### config.mk
export PLATFORM = sky130hd
export DESIGN_NAME = multicycle_controller
export DESIGN_NICKNAME = d
export VERILOG_FILES = /design/src/rtl/multicycle_controller.sv
export SDC_FILE = /design/constraint.sdc
export NUM_CORES = 1
export LEC_CHECK = 0
export BUFFER_PORTS_ARGS = -buffer_cell sky130_fd_sc_hd__buf_2
export CORE_UTILIZATION = 43
export CTS_BUF_LIST = sky130_fd_sc_hd__clkbuf_4
export DETAILED_ROUTE_END_ITERATION = 8
export PLACE_DENSITY = 0.72
export SLEW_MARGIN = 5
export SYNTH_ARGS = -nofsm -noshare
export SYNTH_HDL_FRONTEND = slang
export SYNTH_SLANG_ARGS = --single-unit
### constraint.sdc
create_clock -name clk -period 2.1 [get_ports clk]
set_input_delay 0.63 -clock clk [delete_from_list [all_inputs] [get_ports clk]]
set_output_delay 0.63 -clock clk [all_outputs]
set_load 0.03 [all_outputs]
### src/rtl/multicycle_controller.sv
// Multi-cycle MIPS-subset control unit: sequences fetch/decode/execute/memory/write-back
// over a shared memory and ALU, with ready-handshake stalls, illegal-opcode trap and retire counter.
module multicycle_controller #(
    parameter int             OPC_W    = 6,
    parameter logic [OPC_W-1:0] OP_RTYPE = 6'b000000,
    parameter logic [OPC_W-1:0] OP_ADDI  = 6'b000001,
    parameter logic [OPC_W-1:0] OP_SLTI  = 6'b000010,
    parameter logic [OPC_W-1:0] OP_LW    = 6'b000011,
    parameter logic [OPC_W-1:0] OP_SW    = 6'b000100,
    parameter logic [OPC_W-1:0] OP_BEQ   = 6'b000101,
    parameter logic [OPC_W-1:0] OP_J     = 6'b000110,
    parameter logic [OPC_W-1:0] OP_JR    = 6'b000111,
    parameter logic [OPC_W-1:0] OP_JAL   = 6'b001000,
    parameter bit             WAIT_EN  = 1'b1,
    parameter int             CNT_W    = 16
) (
    input  logic             clk,
    input  logic             rst_n,
    input  logic [OPC_W-1:0] opc,
    input  logic             zero,
    input  logic             mem_ready,
    output logic             ir_write,
    output logic             i_or_d,
    output logic             mem_read,
    output logic             mem_write,
    output logic             pc_en,
    output logic [1:0]       pc_src,
    output logic             alu_src_a,
    output logic [1:0]       alu_src_b,
    output logic [1:0]       alu_op,
    output logic             reg_write,
    output logic [1:0]       reg_dst,
    output logic [1:0]       mem_to_reg,
    output logic             instr_done,
    output logic             illegal,
    output logic [CNT_W-1:0] retired
);

    typedef enum logic [3:0] {
        FETCH    = 4'd0,
        DECODE   = 4'd1,
        EX_R     = 4'd2,
        EX_I     = 4'd3,
        MEM_ADDR = 4'd4,
        MEM_RD   = 4'd5,
        MEM_WB   = 4'd6,
        MEM_WR   = 4'd7,
        ALU_WB   = 4'd8,
        BRANCH   = 4'd9,
        JUMP     = 4'd10,
        JREG     = 4'd11,
        JLINK    = 4'd12,
        TRAP     = 4'd13
    } state_e;

    state_e           state_q, state_d;
    logic             active_q, active_d;
    logic             rtype_wb_q, rtype_wb_d;
    logic             store_q, store_d;
    logic             illegal_q, illegal_d;
    logic [CNT_W-1:0] retired_q, retired_d;
    logic             ready_s;
    logic             retire_s;

    assign ready_s = WAIT_EN ? mem_ready : 1'b1;

    // State and bookkeeping registers with synchronous active-low reset
    always_ff @(posedge clk) begin
        if (!rst_n) begin
            state_q    <= FETCH;
            active_q   <= 1'b0;
            rtype_wb_q <= 1'b0;
            store_q    <= 1'b0;
            illegal_q  <= 1'b0;
            retired_q  <= '0;
        end else begin
            state_q    <= state_d;
            active_q   <= active_d;
            rtype_wb_q <= rtype_wb_d;
            store_q    <= store_d;
            illegal_q  <= illegal_d;
            retired_q  <= retired_d;
        end
    end

    // Next-state logic; active_q holds off the first fetch until reset has been released for a cycle
    always_comb begin
        state_d    = state_q;
        active_d   = 1'b1;
        rtype_wb_d = rtype_wb_q;
        store_d    = store_q;
        retire_s   = 1'b0;
        case (state_q)
            FETCH: begin
                if (active_q && ready_s) begin
                    state_d = DECODE;
                end else begin
                    state_d = FETCH;
                end
            end
            DECODE: begin
                store_d = (opc == OP_SW);
                if (opc == OP_RTYPE) begin
                    state_d = EX_R;
                end else if ((opc == OP_ADDI) || (opc == OP_SLTI)) begin
                    state_d = EX_I;
                end else if ((opc == OP_LW) || (opc == OP_SW)) begin
                    state_d = MEM_ADDR;
                end else if (opc == OP_BEQ) begin
                    state_d = BRANCH;
                end else if (opc == OP_J) begin
                    state_d = JUMP;
                end else if (opc == OP_JR) begin
                    state_d = JREG;
                end else if (opc == OP_JAL) begin
                    state_d = JLINK;
                end else begin
                    state_d = TRAP;
                end
            end
            EX_R: begin
                rtype_wb_d = 1'b1;
                state_d    = ALU_WB;
            end
            EX_I: begin
                rtype_wb_d = 1'b0;
                state_d    = ALU_WB;
            end
            MEM_ADDR: state_d = store_q ? MEM_WR : MEM_RD;
            MEM_RD: begin
                if (ready_s) begin
                    state_d = MEM_WB;
                end else begin
                    state_d = MEM_RD;
                end
            end
            MEM_WR: begin
                if (ready_s) begin
                    state_d  = FETCH;
                    retire_s = 1'b1;
                end else begin
                    state_d = MEM_WR;
                end
            end
            ALU_WB, MEM_WB, BRANCH, JUMP, JREG, JLINK: begin
                state_d  = FETCH;
                retire_s = 1'b1;
            end
            TRAP:    state_d = TRAP;
            default: state_d = FETCH;
        endcase
    end

    assign illegal_d = illegal_q | (state_d == TRAP);
    assign retired_d = retired_q + {{(CNT_W-1){1'b0}}, retire_s};

    // Output decode: Moore per state except pc_en/ir_write; everything is held at zero while in reset
    always_comb begin
        ir_write   = 1'b0;
        i_or_d     = 1'b0;
        mem_read   = 1'b0;
        mem_write  = 1'b0;
        pc_en      = 1'b0;
        pc_src     = 2'b00;
        alu_src_a  = 1'b0;
        alu_src_b  = 2'b00;
        alu_op     = 2'b00;
        reg_write  = 1'b0;
        reg_dst    = 2'b00;
        mem_to_reg = 2'b00;
        instr_done = 1'b0;
        illegal    = 1'b0;
        retired    = '0;
        if (rst_n && active_q) begin
            instr_done = retire_s;
            illegal    = illegal_q;
            retired    = retired_q;
            case (state_q)
                FETCH: begin
                    mem_read  = 1'b1;
                    alu_src_b = 2'b01;
                    ir_write  = ready_s;
                    pc_en     = ready_s;
                end
                DECODE: alu_src_b = 2'b11;
                EX_R: begin
                    alu_src_a = 1'b1;
                    alu_op    = 2'b10;
                end
                EX_I: begin
                    alu_src_a = 1'b1;
                    alu_src_b = 2'b10;
                    alu_op    = (opc == OP_SLTI) ? 2'b11 : 2'b00;
                end
                ALU_WB: begin
                    reg_write = 1'b1;
                    reg_dst   = rtype_wb_q ? 2'b01 : 2'b00;
                end
                MEM_ADDR: begin
                    alu_src_a = 1'b1;
                    alu_src_b = 2'b10;
                end
                MEM_RD: begin
                    mem_read = 1'b1;
                    i_or_d   = 1'b1;
                end
                MEM_WB: begin
                    reg_write  = 1'b1;
                    mem_to_reg = 2'b01;
                end
                MEM_WR: begin
                    mem_write = 1'b1;
                    i_or_d    = 1'b1;
                end
                BRANCH: begin
                    alu_src_a = 1'b1;
                    alu_op    = 2'b01;
                    pc_src    = 2'b01;
                    pc_en     = zero;
                end
                JUMP: begin
                    pc_src = 2'b10;
                    pc_en  = 1'b1;
                end
                JREG: begin
                    pc_src = 2'b11;
                    pc_en  = 1'b1;
                end
                JLINK: begin
                    reg_write  = 1'b1;
                    reg_dst    = 2'b10;
                    mem_to_reg = 2'b10;
                    pc_src     = 2'b10;
                    pc_en      = 1'b1;
                end
                TRAP:    illegal = 1'b1;
                default: illegal = illegal_q;
            endcase
        end else begin
            retired = '0;
        end
    end

endmodule

# After elaboration in Yosys (flattened, before gate mapping)
# Cells that the tools add are included.
classes:
  eq_ne: 22
  n_reduce_logical: 16
  n_bitwise: 1
  n_addsub: 1
  muxes: 46
op_table:
  columns: ["operator", "n"]
  rows:
  - ["$eq 4x4->1 const B", 7]
  - ["$pmux 4 s7", 1]
  - ["$eq 6x3->1 const B", 4]
  - ["$mux 1", 21]
  - ["$pmux 2 s3", 3]
  - ["$add 16x1->16", 1]
  - ["$eq 4x3->1 const B", 4]
  - ["$mux 16", 1]
  - ["$mux 2", 8]
  - ["$eq 6x2->1 const B", 2]
  - ["$mux 3", 4]
  - ["$mux 4", 3]
  - ["$reduce_or 2->1", 5]
  - ["$eq 4x2->1 const B", 2]
  - ["$pmux 2 s2", 2]
  - ["$eq 6x1->1 const B", 1]
  - ["$eq 6x4->1 const B", 1]
  - ["$logic_not 6->1", 1]
  - ["$reduce_or 3->1", 2]
  - ["$reduce_or 6->1", 1]
  - ["$eq 4x1->1 const B", 1]
  - ["$logic_not 4->1", 1]
  - ["$pmux 1 s2", 2]
  - ["$reduce_or 4->1", 1]
  - ["5 further kinds", 7]
word_totals:
  reg_bits: 24
  input_bits: 10
  output_inout_bits: 35
  elab_cells: 92

# Longest topological paths before layout
logic_depth:
  ltp_word: 11
  depth_mapped: 9
  mapped_depth_nobuf: 8

# Worst setup path after synthesis
# OpenSTA, ideal clock, no wires.
synth_path:
  path_kind: "input port to output port"
  startpoint: "in rst_n"
  endpoint: "out pc_en"
  slack_ns: -0.705
  cell_stages: 4
  path_buffers: 0
  arrival_ns: 2.175
  required_time_ns: 1.470
  path_cell_list: "nand2_1 or2_1 nor3_1 o21bai_1"
synth_via:
  elab_chain_cells: 2
synth_rtl:
  columns: ["element", "line", "rtl"]
  rows:
  - ["from (decl)", "18", "input logic rst_n,"]
  - ["$logic_and 1x1->1", "174", "if (rst_n && active_q) begin"]
  - ["$mux 1", "174", null]
  - ["to (decl)", "26", "output logic pc_en,"]
# Every way passes these cells.

# Final worst setup path
layout_path:
  startpoint: "in opc[5]"
  endpoint: "out alu_op[0]"
layout_via:
  elab_chain_cells: 4
layout_rtl:
  columns: ["element", "line", "rtl"]
  rows:
  - ["from (decl)", "19", "input logic [OPC_W-1:0] opc,"]
  - ["$eq 6x2->1", "193", "alu_op = (opc == OP_SLTI) ? 2'b11 : 2'b00;"]
  - ["$mux 2", "193", null]
  - ["$pmux 2 s3", "178", "case (state_q)"]
  - ["$mux 2", "174", null]
  - ["to (decl)", "30", "output logic [1:0] alu_op,"]
# Every way passes these cells.

==> reports/results.md <==
| Metric | Value |
| --- | --- |
| Worst-Margin Slew | 0.354 ns |
| Number of inserted diodes | 0 |
| Slowest Stage Delay on Critical Path | 0.40 ns |
| Hold slack | 0.495 ns |
| Netlist area before placement | 1560 µm² |
| Kind of end point of the critical path | output port |
| Total placed cells including tap cells | 297 |
| Cell type group with the largest total delay on the critical path | simple AND/OR/NAND/NOR gates |
| Routed wire length | 4480 µm |
| Most used routing layer in global routing | met2 |
| Part of the power in the clock network | 0.205 |
| DIE HEIGHT | 62.2 µm |
| Die outline area | 3870 µm² |
| Max-cap violations | 0 |
| Layout Skew | 0.0169 ns |
| Register share of total power | 0.319 |
| Number of global-route vias before repair | 1457 |
| GR Util met1 | 0.262 |
| Global-route wire length before repair | 6690 µm |
| CP required | 1.47 ns |
| Sequence of cells on the critical path | buf_6 -> or3_4 -> nor3_4 -> nand3b_1 -> a211oi_4 -> buf_6 |
| Violations in the final reports | setup timing |
| Total power per unit cell area | 636 nW/µm² |
| Routed via count | 1703 |
| CP Buf/Inv Count | 2 |
| CTS Sinks | 24 |
| Number of buffers added by the clock tree synthesis step | 3 |
| Post-Layout Cell Count | 317 |
| Die W | 62.2 µm |
| Last weighted congestion value of the routability-driven placer | 0.840 |
| Net count after synthesis | 206 |
| Number of cells produced by synthesis | 194 |
| GR Layer Usage met2 | 0.386 |
| Proportion of synthesized flip-flops having asynchronous set or reset | 0 |
| Syn Area/Cell | 8.03 µm² |
| Congestion Overflow GR | 0 |
| Pin count of the biggest net entering global routing | 42 |
| Internal Pwr Total | 0.00105 W |
| Post-synthesis to final-layout area growth | 64.9% |
| Library cell appearing most often on the critical path | sky130_fd_sc_hd__buf_6 |
| Leading register cell type out of synthesis | sky130_fd_sc_hd__dfxtp_1 |
| Count of flip-flops with a built-in enable after synthesis | 0 |
| HPWL after detailed placement | 2810 µm |
| Row cnt | 21 |
| Kind of critical path | input pin to output port |
| Kind of launch point of the worst setup path | input pin |
| Overall Power | 0.00163 W |
| Filler cell count | 239 |
| Initial antenna violation count | 0 |
| Worst slew slack as a fraction of its limit | 0.761 |
| Routed WL per cell | 14.1 µm |
| Number of I/O pins | 45 |
| Setup Viol. Count Final | 11 |
| Core Area | 3420 µm² |
| Count of cell types in the netlist | 52 |
| Final hold violations | 0 |
| Largest voltage drop on the vdd net | 0.351 mV |
| Clock slew at the register clock pins of the worst setup and hold paths | 0.12 ns |
| RSZ-0062 raised after global routing | true |
| Register bit count reported by yosys | 24 |
| Count of warnings emitted by yosys | 0 |
| Count of input and output buffers | 44 |
| Slowest stage cell on the critical path | sky130_fd_sc_hd__or3_4 |
| Final slew viol count | 0 |
| Clock tree from TritonCTS | done |
| Switching share of power | 0.354 |
| Global-route track usage on met3 | 0.0165 |
| Layout cells sized above 1 | 0.509 |
| Total number of nets in the final design | 284 |
| Number of design-rule violations left by the first detailed-router iteration | 97 |
| Clock latency reported for the late side of the worst-skew pair | 0.33 ns |
| Leakage | 1.17 nW |
| CTS Hold Bufs | 0 |
| Root buffer selected by CTS | sky130_fd_sc_hd__clkbuf_4 |
| Worst min-delay path category | flop to flop |
| Number of buffers on the longest clock path | 2 |
| Share of the yosys chip area belonging to registers | 0.308 |
| Overall track demand over capacity in global routing | 0.214 |
| Via density per instance | 5.37 |
| Max Fanout on Critical Path | 2 |
| Post-layout min period | 2.44 ns |
| DRC violations left | 0 |
| Post-route antenna net violation count | 0 |
| Max Clock Freq | 411 MHz |
| Slack of the critical path | -0.335 ns |
| Maximum level of the CTS H-tree | 1 |
| NetSw | 0.000579 W |
| Total iterations of the first detailed-routing run | 4 |
| Fin crit share | 1.16 |
| Combinational power share | 0.475 |
| Status | finished with violations |
| Critical path data arrival time | 1.81 ns |
| Initial core utilization | 0.456 |
[state kept, by name (all words and copies together), names as in the netlist]
signal	flops
rtype_wb_q	1
state_q	4
illegal_q	1
active_q	1
store_q	1
retired_q	16
[cells in the mapped netlist, types with 2 or more instances]
cell | n | share of area
sky130_fd_sc_hd__dfxtp_1 | 24 | 0.31
sky130_fd_sc_hd__and3_1 | 19 | 0.076
sky130_fd_sc_hd__nand2_1 | 13 | 0.031
sky130_fd_sc_hd__and2_1 | 12 | 0.048
sky130_fd_sc_hd__nor2_1 | 12 | 0.029
sky130_fd_sc_hd__clkbuf_1 | 9 | 0.022
sky130_fd_sc_hd__a21oi_1 | 8 | 0.026
sky130_fd_sc_hd__nand3_1 | 8 | 0.026
sky130_fd_sc_hd__nor2b_1 | 8 | 0.032
sky130_fd_sc_hd__xnor2_1 | 8 | 0.045
sky130_fd_sc_hd__nor3_1 | 6 | 0.019
sky130_fd_sc_hd__nand2b_1 | 5 | 0.020
sky130_fd_sc_hd__o21ai_0 | 5 | 0.016
sky130_fd_sc_hd__xor2_1 | 5 | 0.028
sky130_fd_sc_hd__a211oi_1 | 3 | 0.014
sky130_fd_sc_hd__or2_1 | 3 | 0.012
sky130_fd_sc_hd__a31oi_1 | 2 | 0.0080
sky130_fd_sc_hd__a32o_1 | 2 | 0.013
sky130_fd_sc_hd__and4_1 | 2 | 0.011
sky130_fd_sc_hd__buf_6 | 2 | 0.014
sky130_fd_sc_hd__ha_1 | 2 | 0.016
sky130_fd_sc_hd__inv_2 | 2 | 0.0048
sky130_fd_sc_hd__nand4_1 | 2 | 0.0080
sky130_fd_sc_hd__o22ai_1 | 2 | 0.0080
sky130_fd_sc_hd__or3_1 | 2 | 0.0080
sky130_fd_sc_hd__or3_4 | 2 | 0.014
[power groups by stage]
stage | Clock [W] | Sequential, W | Combinational (W)
finish | 0.000336 | 0.000521 | 0.000776
detailed placement | 0 | 0.000521 | 0.000515
CTS | 0.000340 | 0.000523 | 0.000577
global placement | 0 | 0.000521 | 0.000510
global route | 0.000366 | 0.000525 | 0.000826
floorplan | 0 | 0.000512 | 0.000374
[cells in the final DEF (no fill, tap or decap), types with 3 or more instances in the layout]
cell | synthesis | final
sky130_fd_sc_hd__nand3_1 | 8 | 7
sky130_fd_sc_hd__and2_1 | 12 | 12
sky130_fd_sc_hd__nor2b_1 | 8 | 5
sky130_fd_sc_hd__buf_6 | 2 | 20
sky130_fd_sc_hd__nor2_4 | 0 | 4
sky130_fd_sc_hd__dfxtp_4 | 0 | 4
sky130_fd_sc_hd__nor3_2 | 1 | 4
sky130_fd_sc_hd__dfxtp_1 | 24 | 19
sky130_fd_sc_hd__a21oi_1 | 8 | 6
sky130_fd_sc_hd__buf_2 | 1 | 24
sky130_fd_sc_hd__xor2_1 | 5 | 5
sky130_fd_sc_hd__o21ai_0 | 5 | 4
sky130_fd_sc_hd__buf_4 | 1 | 39
sky130_fd_sc_hd__xnor2_1 | 8 | 8
sky130_fd_sc_hd__nand2b_4 | 1 | 5
sky130_fd_sc_hd__nand2_1 | 13 | 9
sky130_fd_sc_hd__clkbuf_4 | 0 | 4
sky130_fd_sc_hd__nor2b_4 | 0 | 3
sky130_fd_sc_hd__and3_1 | 19 | 17
sky130_fd_sc_hd__nor2_1 | 12 | 8
[worst reg2reg max path, delay by kind of cell (launching register included)]
family	cells	cell delay, ns
simple gates	3	0.50
buf+inv	3	0.37
flops	1	0.36
fa+ha+maj	2	0.31
compound gates	2	0.29
xor+xnor	1	0.13
[kinds of logic (layout without fill, tap and decap cells)]
logic type               count (synthesis)  in the layout  share of synthesized area
AND/OR/NAND/NOR                        105            105                      0.398
AO/OA/AOI/OAI                           34             34                      0.153
flip-flops                              24             24                      0.308
buffers and inverters                   16             93                     0.0514
XOR/XNOR                                13             13                     0.0731
adder cells (fa/ha/maj)                  2              2                     0.0161
[timing repair]
item                                    in CTS  in global routing
gates resized for setup                     41                 48
pin swaps                                    5                 13
buffers inserted                             4                 13
endpoints found under the setup margin      19                 20
[final timing paths]
check | startpoint | to | slack [ns] | depth (start not counted)
setup / recovery | opc[5] | alu_op[0] | -0.34 | 6
setup reg to reg | state_q[2] | retired_q[8] | 0.04 | 11
hold / removal | illegal_q | illegal_q | 0.50 | 1
hold reg to reg | illegal_q | illegal_q | 0.50 | 1
[area by class of cell]
cell class,instances,area (µm²),area share
Timing Repair Buffer,86,681,0.265
Inverter,3,11.3,0.00438
Sequential cell,24,497,0.193
Clock inverter,1,30.0,0.0117
Clock buffer,3,22.5,0.00877
Multi-Input combinational cell,154,1270,0.494
Tap cell,46,57.6,0.0224
[metrics by stage]
step	TNS [ns]	instance area (µm²)	setup slack (ns)	utilization
floorplan	-0.614	1690	-0.275	-
global placement	-1.33	2090	-0.395	0.611
detailed placement	-1.56	2090	-0.408	0.611
CTS	-0.689	2300	-0.340	0.672
global route	-2.07	2570	-0.387	0.752
finish	-1.15	2570	-0.335	0.752
[per-layer routing]
metal | routed length [µm] | up-vias
li1 | - | 846
met1 | 1780 | 792
met2 | 2410 | 53
met3 | 152 | 12
met4 | 131 | 0
met5 | 0 | -
(Power assumes the default switching activity.)
